### src/rtl/hex_display_pkg.sv
// Shared constants for the multiplexed hex display: blank pattern, active-low
// gfedcba glyph table and a width helper that never returns zero.
package hex_display_pkg;

    localparam logic [6:0] SEG_BLANK = 7'h7F;

    localparam logic [6:0] SEG_TABLE [16] = '{
        7'b1000000, 7'b1111001, 7'b0100100, 7'b0110000,
        7'b0011001, 7'b0010010, 7'b0000010, 7'b1111000,
        7'b0000000, 7'b0010000, 7'b0001000, 7'b0000011,
        7'b1000110, 7'b0100001, 7'b0000110, 7'b0001110
    };

    function automatic int clog2_min1(input int n);
        int r;
        r = $clog2(n);
        return (r < 1) ? 1 : r;
    endfunction

endpackage

### src/rtl/hex_seg_decode.sv
// Combinational nibble to active-low seven-segment decoder (bit0 = a .. bit6 = g).
module hex_seg_decode
    import hex_display_pkg::*;
(
    input  logic [3:0] nibble,
    output logic [6:0] seg
);

    assign seg = SEG_TABLE[nibble];

endmodule

### src/rtl/hex_display_scan.sv
// Multi-digit hex display scanner: shadow registers, refresh prescaler, guard
// interval and registered pins. Optional leading-zero blanking: HEX_SCAN_LZ_BLANK_EN.
module hex_display_scan
    import hex_display_pkg::*;
#(
    parameter int NUM_DIGITS   = 4,
    parameter int REFRESH_DIV  = 50000,
    parameter int GUARD_CYCLES = 1
) (
    input  logic                                      clk,
    input  logic                                      rst,
    input  logic                                      enable,
    input  logic                                      load,
    input  logic [4*NUM_DIGITS-1:0]                   value_in,
    input  logic [NUM_DIGITS-1:0]                     blank_in,
    input  logic [NUM_DIGITS-1:0]                     dp_in,
    output logic [6:0]                                seg,
    output logic                                      dp,
    output logic [NUM_DIGITS-1:0]                     an,
    output logic [clog2_min1(NUM_DIGITS)-1:0]         digit_idx
);

    localparam int IDX_W = clog2_min1(NUM_DIGITS);
    localparam int PRE_W = clog2_min1(REFRESH_DIV);
    localparam logic [IDX_W-1:0] IDX_LAST = IDX_W'(NUM_DIGITS - 1);
    localparam logic [PRE_W-1:0] PRE_LAST = PRE_W'(REFRESH_DIV - 1);
    localparam logic [31:0]      GUARD_U  = GUARD_CYCLES;

    logic [4*NUM_DIGITS-1:0] value_sh;
    logic [NUM_DIGITS-1:0]   blank_sh;
    logic [NUM_DIGITS-1:0]   dp_sh;
    logic [NUM_DIGITS-1:0]   eff_blank;
    logic [PRE_W-1:0]        pre;
    logic [IDX_W-1:0]        idx;
    logic [3:0]              cur_nibble;
    logic                    cur_blank;
    logic                    cur_dp;
    logic                    in_guard;
    logic [6:0]              dec_seg;
    logic [6:0]              seg_nxt;
    logic                    dp_nxt;
    logic [NUM_DIGITS-1:0]   an_nxt;

    // load is a plain one-cycle strobe with no ready: it is always accepted,
    // whether or not scanning is enabled.
    always_ff @(posedge clk) begin
        if (rst) begin
            value_sh <= '0;
            blank_sh <= '0;
            dp_sh    <= '0;
        end else if (load) begin
            value_sh <= value_in;
            blank_sh <= blank_in;
            dp_sh    <= dp_in;
        end
    end

    always_ff @(posedge clk) begin
        if (rst) begin
            pre <= '0;
            idx <= '0;
        end else if (enable) begin
            if (pre == PRE_LAST) begin
                pre <= '0;
                idx <= (idx == IDX_LAST) ? '0 : idx + 1'b1;
            end else begin
                pre <= pre + 1'b1;
            end
        end
    end

`ifdef HEX_SCAN_LZ_BLANK_EN
    logic [NUM_DIGITS-1:0] lz_sup;

    // Suppression runs from the most-significant digit down and stops at the
    // first non-zero digit or lit decimal point; digit 0 always shows.
    always_comb begin
        logic run;
        run    = 1'b1;
        lz_sup = '0;
        for (int i = NUM_DIGITS - 1; i >= 1; i--) begin
            run       = run & (value_sh[4*i +: 4] == 4'h0) & ~dp_sh[i];
            lz_sup[i] = run;
        end
    end

    assign eff_blank = blank_sh | lz_sup;
`else
    assign eff_blank = blank_sh;
`endif

    always_comb begin
        cur_nibble = '0;
        cur_blank  = 1'b0;
        cur_dp     = 1'b0;
        for (int i = 0; i < NUM_DIGITS; i++) begin
            if (idx == IDX_W'(i)) begin
                cur_nibble = value_sh[4*i +: 4];
                cur_blank  = eff_blank[i];
                cur_dp     = dp_sh[i];
            end
        end
    end

    hex_seg_decode u_decode (
        .nibble (cur_nibble),
        .seg    (dec_seg)
    );

    assign in_guard = ({{(32-PRE_W){1'b0}}, pre} < GUARD_U);

    always_comb begin
        seg_nxt = SEG_BLANK;
        dp_nxt  = 1'b1;
        an_nxt  = '1;
        if (enable && !in_guard) begin
            for (int i = 0; i < NUM_DIGITS; i++) begin
                an_nxt[i] = (idx != IDX_W'(i));
            end
            if (!cur_blank) begin
                seg_nxt = dec_seg;
                dp_nxt  = ~cur_dp;
            end
        end
    end

    // Pins are fully registered so a reset or enable drop never leaves a partial digit lit.
    always_ff @(posedge clk) begin
        if (rst) begin
            seg <= SEG_BLANK;
            dp  <= 1'b1;
            an  <= '1;
        end else begin
            seg <= seg_nxt;
            dp  <= dp_nxt;
            an  <= an_nxt;
        end
    end

    assign digit_idx = idx;

endmodule

### config.mk
export PLATFORM = sky130hd
export DESIGN_NAME = hex_display_scan
export DESIGN_NICKNAME = d
export VERILOG_FILES = /design/src/rtl/hex_display_pkg.sv /design/src/rtl/hex_seg_decode.sv /design/src/rtl/hex_display_scan.sv
export SDC_FILE = /design/constraint.sdc
export NUM_CORES = 1
export LEC_CHECK = 0
export BUFFER_PORTS_ARGS = -buffer_cell sky130_fd_sc_hd__buf_2
export CAP_MARGIN = 20
export CELL_PAD_IN_SITES_DETAIL_PLACEMENT = 1
export CELL_PAD_IN_SITES_GLOBAL_PLACEMENT = 1
export CORE_MARGIN = 2
export CORE_UTILIZATION = 30
export DETAILED_ROUTE_END_ITERATION = 8
export PLACE_DENSITY_LB_ADDON = 0.1
export SLEW_MARGIN = 30
export SYNTH_ARGS = -nofsm -noshare
export SYNTH_HDL_FRONTEND = slang
export SYNTH_HIERARCHICAL = 1
export SYNTH_SLANG_ARGS = --single-unit
### constraint.sdc
create_clock -name clk -period 4.55 [get_ports clk]
set_input_delay 0.455 -clock clk [delete_from_list [all_inputs] [get_ports clk]]
set_output_delay 0.455 -clock clk [all_outputs]
set_load 0.005 [all_outputs]
==> impl_metrics.json <==
{
  "powerDensity_nw_per_um2": 313.2,
  "cts_made_buffers": 5,
  "r2r_cells": 12,
  "synthesis.area_um2": 2529,
  "dp_hpwl_mm": 4.495,
  "setup_ws_ns": 1.661,
  "ant_nets": 0,
  "hp-start": "blank_in[2]",
  "cts.clk_slew.worst_paths_ns": 0.10,
  "nets": 364,
  "ys_ff_latch": 54,
  "post_cts.repair.setup_buffers": 0,
  "cp-end-kind": "register",
  "via_count": 2031,
  "grt_max_degree": 31,
  "seq_area_frac_synth": 0.4275,
  "fp-row-count": 33,
  "slew_headroom": 0.5104,
  "die-area_um2": 9180,
  "min_period_ns": 2.889,
  "synth_edf_count": 0,
  "max_cap_viol_count": 0,
  "clk-insertion-delay-late_ns": 0.31,
  "htree_levels": 2,
  "hold_viol_final": 0,
  "grt_pass1_vias": 2013,
  "grt_first_pass_wirelength_mm": 10.05,
  "synth_async_sr_flop_share": 0,
  "worst_pin_slew_ns": 0.7344,
  "r2r-start": "digit_idx[1]$_SDFFE_PP0P_",
  "worst-path-max-fanout": 13,
  "place_congestion": 0.7025,
  "cts_resized": 0,
  "ys.flop_type": "dfxtp_1",
  "start_kind": "register",
  "antenna_found_initial": 0,
  "irDropWorstVdd_mv": 0.1574,
  "drive_gt1_frac": 0.1698,
  "clock-sinks": 54,
  "synth_nets": 327,
  "io_buffers": 41,
  "holdPathStages": 3,
  "path_class": "register to register",
  "worst_ep_required_time_ns": 4.75,
  "hp-class": "input port to register",
  "grt_use_total": 0.1431,
  "area_growth_pct": 15.83,
  "yosysWarnings": 6,
  "root_buffer": "clkbuf_8",
  "maxSlewViolCount": 0,
  "p_leak_nw": 1.137,
  "yosysUniqueCellTypes": 40,
  "die_w_um": 95.81,
  "hold_path_end": "blank_sh[2]$_SDFFE_PP0P_",
  "insertedDiodeCount": 0,
  "die_h_um": 95.81,
  "preCtsSetupSlack_ns": 1.621,
  "finClkSkew_ns": 0.007847,
  "r2r_end": "seg[3]$_SDFF_PP1_",
  "first_iter_violations": 42,
  "timing.final.crit_share": 0.6349,
  "overflow": 0,
  "rsz0062_at_grt": "false",
  "status": "complete, no violations",
  "viasPerCell": 4.734,
  "initial_core_util": 0.3093,
  "drc": 0,
  "setup_viol": 0,
  "wl_mm": 6.057,
  "cp.arrival_ns": 3.09,
  "pin_count": 42,
  "synth.avg_cell_area_um2": 8.842,
  "cts_buffer_depth": 2,
  "fmaxAchievable_ghz": 0.3462,
  "cts.hold.buffers_added": 0,
  "core_area_um2": 8175,
  "postSynthCellCount": 286,
  "tns_ns": 0,
  "cts_tree": "built",
  "firstDrtPassIters": 4,
  "r2r_slack_ns": 1.66,
  "wl_per_cell_um": 14.12
}
## power breakdown
part | switching, mW | total, mW | internal [mW]
Sequential | 0.0108 | 0.501 | 0.491
Combinational | 0.0464 | 0.0903 | 0.0439
Clock | 0.161 | 0.326 | 0.164
## worst max-delay path by stage
stage / startpoint / to / slack (ns) / depth (start not counted)
after floorplan: digit_idx[1]$_SDFFE_PP0P_ / seg[3]$_SDFF_PP1_ / 1.98 / 13
after global placement: digit_idx[1]$_SDFFE_PP0P_ / seg[3]$_SDFF_PP1_ / 1.83 / 12
after detailed placement: digit_idx[1]$_SDFFE_PP0P_ / seg[3]$_SDFF_PP1_ / 1.62 / 12
after CTS: digit_idx[1]$_SDFFE_PP0P_ / seg[3]$_SDFF_PP1_ / 1.59 / 12
after global routing: digit_idx[1]$_SDFFE_PP0P_ / seg[3]$_SDFF_PP1_ / 1.37 / 12
final: digit_idx[1]$_SDFFE_PP0P_ / seg[3]$_SDFF_PP1_ / 1.66 / 12
## cells in the final DEF (no fill, tap or decap), drive strengths merged, types with 5 or more instances in the layout
master	instances
a21oi	16
buf	43
clkbuf	6
dfxtp	54
ha	13
inv	13
mux2i	27
nand2	25
nand2b	9
nand3	8
nand3b	5
nor2	40
nor4	6
o21ai	14
or4	6
xnor2	10
## through the flow
step                area (um2)  utilization  hold WS (ns)  instances  power (mW)
global route              2929       0.3583        0.3676        429      0.9669
floorplan                 2529            -        0.4602        286      0.5725
detailed placement        2819       0.3448        0.4889        421      0.6051
global placement          2819       0.3448        0.4816        421      0.6041
CTS                       2929       0.3583        0.3642        429      0.9354
finish                    2929       0.3583        0.3756        429      0.9173
## routing by layer
layer	vias up	routed length [um]	global-route usage
li1	1047	-	-
met1	947	2818	0.1822
met2	31	2899	0.2366
met3	6	255	0.03602
met4	0	84	0.04643
met5	-	0	0
## synth_stat cells, types with 6 or more instances
master | instances | share of area
a21oi_1 | 16 | 0.032
mux2i_1 | 27 | 0.11
nor4_1 | 6 | 0.015
nand3_1 | 8 | 0.016
nand2_1 | 24 | 0.036
dfxtp_1 | 54 | 0.43
nor2_1 | 40 | 0.059
xnor2_1 | 10 | 0.035
o21ai_1 | 6 | 0.012
nand2b_1 | 9 | 0.022
inv_1 | 12 | 0.018
ha_1 | 13 | 0.064
clkbuf_1 | 8 | 0.012
o21ai_0 | 8 | 0.016
## final cells by class
cell class	instances	area, um2
Sequential cell	54	1081
Inverter	13	48.80
Tap cell	105	131.4
Fill cell	990	5246
Clock buffer	6	72.57
Timing Repair Buffer	43	220.2
Multi-Input combinational cell	206	1338
Clock inverter	2	37.54
## registers in the layout, summed over array words and instances, names as in the netlist
register,cells
pre,16
value_sh,16
seg,7
an,4
blank_sh,4
dp_sh,4
digit_idx,2
dp,1
## cell families after synthesis
kind of cell,after synthesis,synth area share
and+or+nand+nor,113,0.2192
DFF,54,0.4275
AOI/OAI and AO/OA,39,0.08907
muxes,28,0.1113
buffers and inverters,26,0.04354
xor gates and xnor gates,13,0.04503
adders and majority gates,13,0.06433
## critical path, cell delays in order (launching register included)
cell	delay, ns
dfxtp_1	0.41
inv_1	0.08
ha_1	0.32
nand3b_1	0.22
a21oi_1	0.15
a21oi_1	0.05
o21ai_0	0.58
inv_1	0.23
ha_1	0.36
nand2_2	0.05
a21oi_1	0.14
a31oi_1	0.05
nand2b_1	0.14
Power figures use the tool's default switching activity.
